===== src/rtl/pcs_fifo_wr_arb.sv =====
// Write-side arbiter for the PCS 25G clock-crossing FIFO.
// Two sources share one FIFO write port through a single hold register.
module pcs_fifo_wr_arb #(
    parameter int WIDTH      = 192,
    parameter int STARVE_MAX = 8,
    parameter int STALL_MAX  = 1024
) (
    input  logic             clkw,
    input  logic             reset_n,
    input  logic             enable,
    input  logic             prio_mode,
    input  logic             stall_clr,
    input  logic [WIDTH-1:0] s0_data,
    input  logic             s0_valid,
    output logic             s0_ready,
    input  logic [WIDTH-1:0] s1_data,
    input  logic             s1_valid,
    output logic             s1_ready,
    output logic [WIDTH-1:0] m_data,
    output logic             m_datavalid,
    input  logic             m_idle,
    output logic             stall_err
);

    logic [WIDTH-1:0] hold_data;
    logic             hold_valid;
    logic             last_grant;
    logic [7:0]       starve_cnt;
    logic [15:0]      stall_cnt;

    logic xfer;
    logic hold_free;
    logic blocked;
    logic starve_hit;
    logic g0;
    logic g1;

    assign xfer       = enable & hold_valid & m_idle;
    assign hold_free  = ~hold_valid | xfer;
    assign blocked    = enable & hold_valid & ~m_idle;
    assign starve_hit = (starve_cnt == 8'(STARVE_MAX));

    assign m_datavalid = xfer;
    assign m_data      = hold_data;
    assign s0_ready    = g0;
    assign s1_ready    = g1;

    always_comb begin
        g0 = 1'b0;
        g1 = 1'b0;
        if (enable && hold_free) begin
            unique case (1'b1)
                (s0_valid && !s1_valid): g0 = 1'b1;
                (s1_valid && !s0_valid): g1 = 1'b1;
                (s0_valid && s1_valid): begin
                    // last_grant=1 means s1 won last time
                    if (prio_mode) begin
                        g1 = starve_hit;
                        g0 = ~starve_hit;
                    end else begin
                        g0 = last_grant;
                        g1 = ~last_grant;
                    end
                end
                default: ;
            endcase
        end
    end

    always_ff @(posedge clkw or negedge reset_n) begin
        if (!reset_n) begin
            hold_data  <= '0;
            hold_valid <= 1'b0;
            last_grant <= 1'b1;
        end else if (g0 || g1) begin
            hold_data  <= g1 ? s1_data : s0_data;
            hold_valid <= 1'b1;
            last_grant <= g1;
        end else if (xfer) begin
            hold_valid <= 1'b0;
        end
    end

    always_ff @(posedge clkw or negedge reset_n) begin
        if (!reset_n) begin
            starve_cnt <= '0;
        end else if (enable && prio_mode) begin
            if (g1 || !s1_valid) begin
                starve_cnt <= '0;
            end else if (g0 && !starve_hit) begin
                starve_cnt <= starve_cnt + 8'd1;
            end
        end
    end

    always_ff @(posedge clkw or negedge reset_n) begin
        if (!reset_n) begin
            stall_cnt <= '0;
            stall_err <= 1'b0;
        end else begin
            if (!blocked) begin
                stall_cnt <= '0;
            end else if (stall_cnt != 16'hFFFF) begin
                stall_cnt <= stall_cnt + 16'd1;
            end
            // a set on this cycle overrides a coincident clear
            if (blocked && stall_cnt >= 16'(STALL_MAX - 1)) begin
                stall_err <= 1'b1;
            end else if (stall_clr) begin
                stall_err <= 1'b0;
            end
        end
    end

endmodule


===== config.mk =====
export PLATFORM = sky130hd
export DESIGN_NAME = pcs_fifo_wr_arb
export DESIGN_NICKNAME = d
export VERILOG_FILES = /design/src/rtl/pcs_fifo_wr_arb.sv
export SDC_FILE = /design/constraint.sdc
export NUM_CORES = 1
export LEC_CHECK = 0
export ABC_AREA = 1
export CORE_AREA = 2 2 227 229
export CTS_CLUSTER_DIAMETER = 30
export DETAILED_ROUTE_END_ITERATION = 8
export DIE_AREA = 0 0 229 231
export HOLD_SLACK_MARGIN = 0.02
export SKIP_CTS_REPAIR_TIMING = 1
export SYNTH_ARGS = -nofsm -noshare
export SYNTH_HDL_FRONTEND = slang
export SYNTH_SLANG_ARGS = --single-unit
export TNS_END_PERCENT = 20

===== constraint.sdc =====
create_clock -name clkw -period 2 [get_ports clkw]
set_input_delay 0.6 -clock clkw [delete_from_list [all_inputs] [get_ports clkw]]
set_output_delay 0.6 -clock clkw [all_outputs]
set_load 0.01 [all_outputs]

=== Word-level counts from Yosys, hierarchy flattened ===
Index checks and enable logic that the tools add are counted.

* Bits of input ports: 392
* Output and inout port bits: 196
* Word-level logic and storage cells: 51
* Flip-flop bits (word level): 219

* Magnitude comparators: 1
* Add/sub/neg operators: 2
* Reduce and logical (&&, ||, !) cells: 16
* Eq/ne operators: 3
* Mux-type cells: 15
* Bitwise operators: 8

{| class="wikitable"
|+ Operator list
! cell !! number
|-
| $mux W192 || 1
|-
| $mux W16 || 2
|-
| $add A16 B1 Y16 const B || 1
|-
| $ge A16 B10 Y1 const B || 1
|-
| $mux W8 || 2
|-
| $ne A16 B16 Y1 const B || 1
|-
| $add A8 B1 Y8 const B || 1
|-
| $eq A8 B4 Y1 const B || 1
|-
| $mux W1 || 8
|-
| $logic_and A1 B1 Y1 || 7
|-
| $reduce_bool A2 Y1 || 3
|-
| $not A1 Y1 || 4
|-
| $pmux W1 S2 || 2
|-
| $and A1 B1 Y1 || 3
|-
| $logic_not A1 Y1 || 3
|-
| $logic_or A1 B1 Y1 || 2
|-
| $ne A2 B1 Y1 const B || 1
|-
| $reduce_and A2 Y1 || 1
|-
| $or A1 B1 Y1 || 1
|}

=== Logic depth before layout (Yosys ltp) ===
Gate-level depths: netlist of run 1.

* Depth after elaboration: 8
* Depth in mapped cells: 12
* Depth with buffers taken out: 11

=== Worst setup path before layout of run 1 ===
OpenSTA, ideal clock, no wires.

* Path type: input -> output
* From: in prio_mode
* To: out s1_ready
* Slack: 0.028 ns
* Data arrival time: 1.372 ns
* Stages on the path: 5
* Data required time: 1.400 ns
* Buffers on the path: 1
* Cells stage by stage: or2_2 nand3_2 nand2_4 clkbuf_1 inv_1

* Word-level cells in the longest chain between the ends: 3

{| class="wikitable"
|+ Ends and longest elaborated chain
! item !! line !! source
|-
| start, declared || 11 || <nowiki>input logic prio_mode,</nowiki>
|-
| $mux W1 || 57 || <nowiki>if (prio_mode) begin</nowiki>
|-
| $pmux W1 S2 || 52 || <nowiki>unique case (1'b1)</nowiki>
|-
| $mux W1 || 51 || <nowiki>if (enable && hold_free) begin</nowiki>
|-
| end, declared || 18 || <nowiki>output logic s1_ready,</nowiki>
|}

No other way between the ends.

=== Worst setup path in the final report of run 1 ===
* From: reg starve_cnt[0]
* To: out s1_ready

* Word-level cells in the longest chain between the ends: 4

{| class="wikitable"
|+ Ends and longest elaborated chain
! item !! line !! source
|-
| start, declared || 28 || <nowiki>logic [7:0] starve_cnt;</nowiki>
|-
| start signal, assigned || 91 || <nowiki>starve_cnt <= starve_cnt + 8'd1;</nowiki>
|-
| $eq A8 B4 Y1 || 41 || <nowiki>assign starve_hit = (starve_cnt == 8'(STARVE_MAX));</nowiki>
|-
| $mux W1 || 57 ||
|-
| $pmux W1 S2 || 52 ||
|-
| $mux W1 || 51 ||
|}

No other way between the ends.

==> results of run 1 <==
==> flip-flops by register name (all words and copies together), names as in the netlist <==
signal,count
hold_valid,1
starve_cnt,8
stall_cnt,16
stall_err,1
m_data,192
last_grant,1
==> worst max-delay path, delay by kind of cell, from the launching register on <==
family | cells | cell delay [ps]
buf+inv | 3 | 240
flops | 1 | 380
simple gates | 5 | 500
fa+ha+maj | 1 | 140
==> cells in the mapped netlist, types with 2 or more instances <==
cell type / instances / area (sq um)
a21oi_1: 3 / 15.0
a31oi_1: 6 / 37.5
buf_1: 3 / 11.3
buf_2: 31 / 155
buf_4: 5 / 37.5
buf_6: 21 / 236
clkbuf_1: 26 / 97.6
dfrtp_1: 218 / 5460
ha_1: 3 / 37.5
inv_1: 224 / 841
inv_2: 3 / 11.3
nand2_1: 433 / 1630
nand2_2: 2 / 12.5
nand3_1: 17 / 85.1
nand3_2: 2 / 20.0
nand4_1: 14 / 87.6
nor2_1: 17 / 63.8
nor2_2: 3 / 18.8
nor3_1: 11 / 55.1
o21ai_0: 20 / 100
o21ai_1: 374 / 1870
o31ai_1: 2 / 15.0
or2_2: 2 / 12.5
xor2_1: 2 / 17.5
==> kinds of logic after synthesis <==
logic type / Yosys count / share of synthesized area
AND/OR/NAND/NOR: 504 / 0.182
AO/OA/AOI/OAI: 409 / 0.188
buffers and inverters: 314 / 0.126
flip-flops: 219 / 0.497
XOR/XNOR: 3 / 0.00238
adder cells (fa/ha/maj): 3 / 0.00341
==> metal layers <==
metal	routed length, um	share of wire
met5	27	0.00055
met4	1830	0.037
met3	4360	0.088
met2	24100	0.49
met1	19000	0.38
==> power groups by stage <==
stage | clock network (mW) | registers, mW | logic (mW)
finish | 10.0 | 5.97 | 5.89
global route | 10.4 | 6.08 | 6.35
detailed placement | 0 | 6.01 | 5.44
CTS | 10.2 | 5.99 | 5.46
global placement | 0 | 5.98 | 5.40
floorplan | 0 | 6.38 | 1.51
==> cell type report <==
type	instances	area, sq um
fill	4812	28600
timing repair buffer	718	7950
sequential	219	5480
multi-input combinational	919	4770
clock buffer	77	1680
inverter	228	858
tap	680	851
clock inverter	38	487
==> metrics by stage <==
step | hold slack, ps | utilization | setup slack (ps)
finish | 479 | 0.436 | -469
global route | 500 | 0.436 | -546
CTS | -131 | 0.398 | -975
detailed placement | 472 | 0.355 | -755
global placement | 470 | 0.355 | -729
floorplan | 304 | - | 28.3
==> final timing paths <==
path / depth (start not counted) / to / startpoint
max: 9 / s1_ready / starve_cnt[0]
min: 2 / m_data[7] / m_data[7]
max reg2reg: 15 / m_data[12] / starve_cnt[0]
min reg2reg: 2 / m_data[7] / m_data[7]
max in group asynchronous: 3 / m_data[99] / reset_n
min in group asynchronous: 2 / m_data[83] / reset_n
==> results.md, run 1 <==
- Chip width: approximately 230 um
- Clk pwr share: 0.457
- Ys flop type: dfrtp_1
- CTS Sinks: approximately 220
- Post-synth EDFFs: 0
- DRC violations left: 0
- Avg Inst Size Synth: ~7.6 sq um
- N_diodes: 0
- Cell Chain, Critical Path: inv_2 > ha_4 > nand2_4 > nor2_4 > nand3_4 > nand3_4 > nand2_8 > inv_4 > buf_6
- Clk buf depth: 3
- Commonest non-fill, non-tap cells in the layout: 495 x clkdlybuf4s50_1, 391 x nand2_1, 298 x o21ai_1
- Crit-path max FO: 2
- Int Power: around 16 mW
- Internal reg-to-reg setup slack: -300 ps
- Commonest non-fill, non-tap cell in the layout: clkdlybuf4s50_1
- Power Dens Cells: between 900 and 1000 nW/um^2
- Req. time, crit path: between 1000 and 1500 ps
- Failing checks: setup timing
- Mapped Area: 11000 sq um
- Total Wirelength: between 40 and 50 mm
- Async S/R FF share, synth: 1.00
- Post-layout power: 21.9 mW
- Skew final: about 25 ps
- Gate power share: 0.269
- Cts bufs inserted: 61
- Via count: 12500
- H-tree depth: 2
- Rows: a little over 80
- 1st-iter DRT viols: 592
- Sequential share of the synthesized area: 0.497
- Maximum vdd drop: between 0.6 and 0.7 mV
- Post-synthesis cell type count: 34
- Final Setup Violations: slightly above 300
- Fmax: approximately 410 MHz
- Critical Path AT: roughly 1900 ps
- Outcome: finished with violations
- GRT Total Usage: 0.153
- Global route overflow: 0
- Max-slew headroom: 0.635
- Placed cells: 2712
- Vias in the first global route: between 10000 and 15000
- Placed cell area: around 18000 sq um
- Setup tns final: -43380 ps
- Dpl hpwl: approximately 33 mm
- Core Region: between 50000 and 60000 sq um
- Initial core utilization: 0.218
- Largest net degree at the start of global routing: 92
- Syn Nets: 1847
- Global-route layer with the greatest usage: met2
- Final std cells w/o fill: 2879
- Switching share of power: 0.287
- Root buf cell: clkbuf_16
- Sequential share of power: 0.273
- RSZ-0062 raised after global routing: yes
- CTS clk-pin slew, worst paths: approximately 40 ps
- Area added between synthesis and finish: 100%
- Final Max Tran Viols: 0
- Post-route ant nets: 0
- WS Path Type: reg -> out
- I/O pins: 588
- Met3 GRT Util: 0.0610
- First-pass GRT wire length: around 64 mm
- Grt met1 use: 0.169
- Met2 Use GR: 0.270
- Detailed Routing Iterations Pass 1: 5
- Synth Register Bits: about 220
- TritonCTS clock tree: yes
- Fin nets: ~2500
- Clock Latency Late Sink: between 600 and 700 ps
- Antenna violations before repair: 7
- Setup slack after layout: -469 ps
- CP Capture Type: output pin
- Max incr delay on CP: between 300 and 400 ps
- Switching component of the power: 6.27 mW
- Worst-margin pin slew: ~540 ps
- Max-Cap Viols: 0
- CP most frequent cell: nand3_4
- Startpoint types: flip-flop
- Die Y: approximately 230 um
- Syn Inst Count: between 1000 and 1500
- Design area: roughly 22000 sq um
- Final Critical Period: about 2500 ps
- Placer Congestion: 0.899
- Leakage: 11.3 nW
- WL per Instance: around 17 um
- Share of cells above drive strength 1: 0.179
- Yosys warnings: 0
- Die area: roughly 53000 sq um
- Period utilisation layout: 1.23
- Endpoints failing hold: 0
- Min-delay worst type: reg -> reg
- Port buffer count: just under 600
- Vias per cell: around 4.3
- Critical-path cell with the highest stage delay: dfrtp_1
Note: power is estimated with default switching activity, not from simulation.
==> run 2: changes to the inputs <==
--- a/config.mk
+++ b/config.mk
@@ -11,6 +11,7 @@
 export DETAILED_ROUTE_END_ITERATION = 8
 export DIE_AREA = 0 0 229 231
 export HOLD_SLACK_MARGIN = 0.02
+export SETUP_SLACK_MARGIN = 0.4
 export SKIP_CTS_REPAIR_TIMING = 1
 export SYNTH_ARGS = -nofsm -noshare
 export SYNTH_HDL_FRONTEND = slang
==> run 2 against run 1 <==
- critical endpoint unchanged
- die area unchanged
- sequential power about the same
- maximum frequency up 1.9%
- non-clock buffer count up 17
- highest routed layer unchanged
- global-route usage down 0.78 points
- count of clock-buffer cells in the layout up 2
- sequential cell count unchanged
- critical path depth unchanged
- the run still ends with setup timing left
==> results.md, run 2 (same netlist as run 1, synthesis figures left out) <==
- Outcome: finished with violations
- Failing checks: setup timing
- Switching component of the power: 5.88 mW (-6.2%)
- Max-slew headroom: 0.585 (-0.0501)
- First-pass GRT wire length: 61.9 mm (-3.7%)
- Port buffer count: 587 (unchanged)
- DRC violations left: 0 (unchanged)
- Switching share of power: 0.279 (-0.00786)
- Internal reg-to-reg setup slack: -370 ps (-70 ps)
- Leakage: 10.4 nW (-7.8%)
- Root buf cell: clkbuf_16
- Crit-path max FO: 3 (+1)
- Endpoints failing hold: 0 (unchanged)
- Max incr delay on CP: 400 ps (+20 ps)
- Period utilisation layout: 1.21 (-0.0227)
- Clk buf depth: 3 (unchanged)
- I/O pins: 588 (unchanged)
- Worst R2R Path Depth: 16 (+1)
- Placer Congestion: 0.866 (-3.7%)
- Largest net degree at the start of global routing: 76 (-17%)
- Hold Path Origin: m_data[29]
- Chip width: 229 um (unchanged)
- Sequential share of power: 0.284 (+0.011)
- CTS Sinks: 219 (unchanged)
- Final Critical Period: 2420 ps (-45.3 ps)
- H-tree depth: 2 (unchanged)
- CP most frequent cell: nand3_4
- Gate power share: 0.287 (+0.018)
- Final Setup Violations: 359 (+16%)
- Vias in the first global route: 11700 (-2.0%)
- CP Buf/Inv Count: 3 (unchanged)
- Max reg flops: 192 (unchanged)
- Post-route ant nets: 0 (unchanged)
- Sequential cell area: 5480 sq um (unchanged)
- Vias per cell: 4.29 (-1.2%)
- Fin nets: 2553 (+0.43%)
- TritonCTS clock tree: yes
- Req. time, crit path: 1400 ps (about the same)
- Final Max Tran Viols: 0 (unchanged)
- RSZ-0062 raised after global routing: yes
- GRT Total Usage: 0.146 (-0.00779)
- Fmax: 413 MHz (+1.9%)
- Clk pwr share: 0.430 (-0.027)
- Critical Path AT: 1820 ps (-50 ps)
- Hold depth: 2 (unchanged)
- Rows: 83 (unchanged)
- Cell Chain, Critical Path: inv_2 > ha_4 > nand2_4 > nor2_4 > nand3_4 > nand3_4 > nand2_8 > inv_4 > buf_6
- Post-layout power: 21.1 mW (-3.5%)
- Dpl hpwl: 31.1 mm (-4.5%)
- Pre-CTS WS: -709 ps (+45.4 ps)
- Max-Cap Viols: 0 (unchanged)
- CTS clk-pin slew, worst paths: 50 ps (about the same)
- Commonest non-fill, non-tap cell in the layout: clkdlybuf4s50_1
- Share of cells above drive strength 1: 0.198 (+0.0184)
- Antenna violations before repair: 1 (-6)
- Layout fillers: 4954 (+3.0%)
- WL per Instance: 16.0 um (-6.7%)
- Commonest non-fill, non-tap cells in the layout: 563 x clkdlybuf4s50_1, 389 x nand2_1, 278 x o21ai_1
- Power Dens Cells: 959 nW/um^2 (-3.1%)
- Multi-input gate area: 4930 sq um (+3.2%)
- Origin of the critical flop-to-flop path: starve_cnt[0]
- Critical-path cell with the highest stage delay: dfrtp_1
- Int Power: 15.2 mW (-2.5%)
- Via count: 12400 (-1.1%)
- Total Wirelength: 46.1 mm (-6.7%)
- Die Y: 231 um (unchanged)
- Min-Delay Endpoint: m_data[29]
- Clock Latency Late Sink: 560 ps (-50 ps)
- Global route overflow: 0 (unchanged)
- Worst-margin pin slew: 618 ps (+74.6 ps)
- Setup slack after layout: -423 ps (+45.3 ps)
- Startpoint types: flip-flop
- Die area: 52900 sq um (unchanged)
- N_diodes: 0 (unchanged)
- WS Path Type: reg -> out
- Core Region: 50700 sq um (unchanged)
- FF-to-FF End: m_data[59]
- Cell family with most CP delay: simple AND/OR/NAND/NOR gates
- Skew final: 14.5 ps (-10.5 ps)
- Min-delay worst type: reg -> reg
- Initial core utilization: 0.218 (unchanged)
- CP Capture Type: output pin
- Area added between synthesis and finish: 99.4%
- 1st-iter DRT viols: 501 (-15%)
- Cts bufs inserted: 55 (-9.8%)
- Maximum vdd drop: 0.569 mV (-12%)
- Detailed Routing Iterations Pass 1: 5 (unchanged)
-- run 2: changes by cell type in the layout (fill, tap and decap cells not counted), moves of 4 or more --
cell,previous run,this run
dlymetal6s2s_1,88,2
clkinvlp_4,12,6
o21ai_2,78,98
buf_2,0,5
buf_6,6,31
clkdlybuf4s50_1,495,563
nand2_4,10,26
nand2_2,33,20
clkbuf_1,7,11
o21ai_1,298,278
clkinv_2,11,6
-- run 2: stage by stage --
| stage | instance area, sq um | hold WS, ps | cells | TNS [ps] | utilization |
|---|---|---|---|---|---|
| global placement | 18100 | 471 | 2721 | -98580 | 0.356 |
| global route | 22000 | 498 | 2882 | -74360 | 0.434 |
| finish | 22000 | 484 | 2882 | -42990 | 0.434 |
| floorplan | 11100 | 304 | 1452 | 0 | - |
| detailed placement | 18100 | 477 | 2721 | -103520 | 0.356 |
| CTS | 20000 | -15.7 | 2822 | -39450 | 0.394 |
-- run 2: area by class of cell --
cell class              instances  share of cell area
clock buffers                  79              0.0731
inverters                     228              0.0391
multi-input cells             919               0.224
flip-flops and latches        219               0.249
well taps                     680              0.0387
repair buffers                735               0.361
clock inverters                22              0.0145
-- run 2: tightest hold or removal path: stages (launching register included) --
cell and delay [ps]:
dfrtp_1 340, nand2_1 50, o21ai_1 60
-- run 2: layer usage --
metal  track usage  up-vias  wire [um]
li1              -     6039          -
met1         0.163     5759      17800
met2         0.257      456      23500
met3        0.0484       94       3380
met4        0.0528        2       1420
met5             0        -         11
-- run 2: worst max-delay path by stage --
stage,from,end,cells after the start
finish,starve_cnt[0],s1_ready,9
global route,starve_cnt[0],s0_ready,8
CTS,starve_cnt[1],s1_ready,9
detailed placement,prio_mode,s1_ready,6
global placement,prio_mode,s1_ready,6
floorplan,prio_mode,s1_ready,5
-- run 2: power groups by stage --
| stage | clock network (mW) | registers, mW | logic, mW |
|---|---|---|---|
| floorplan | 0 | 6.38 | 1.54 |
| global placement | 0 | 5.96 | 5.42 |
| detailed placement | 0 | 5.99 | 5.46 |
| CTS | 9.27 | 5.96 | 5.48 |
| global route | 9.52 | 6.10 | 6.52 |
| finish | 9.06 | 5.98 | 6.04 |
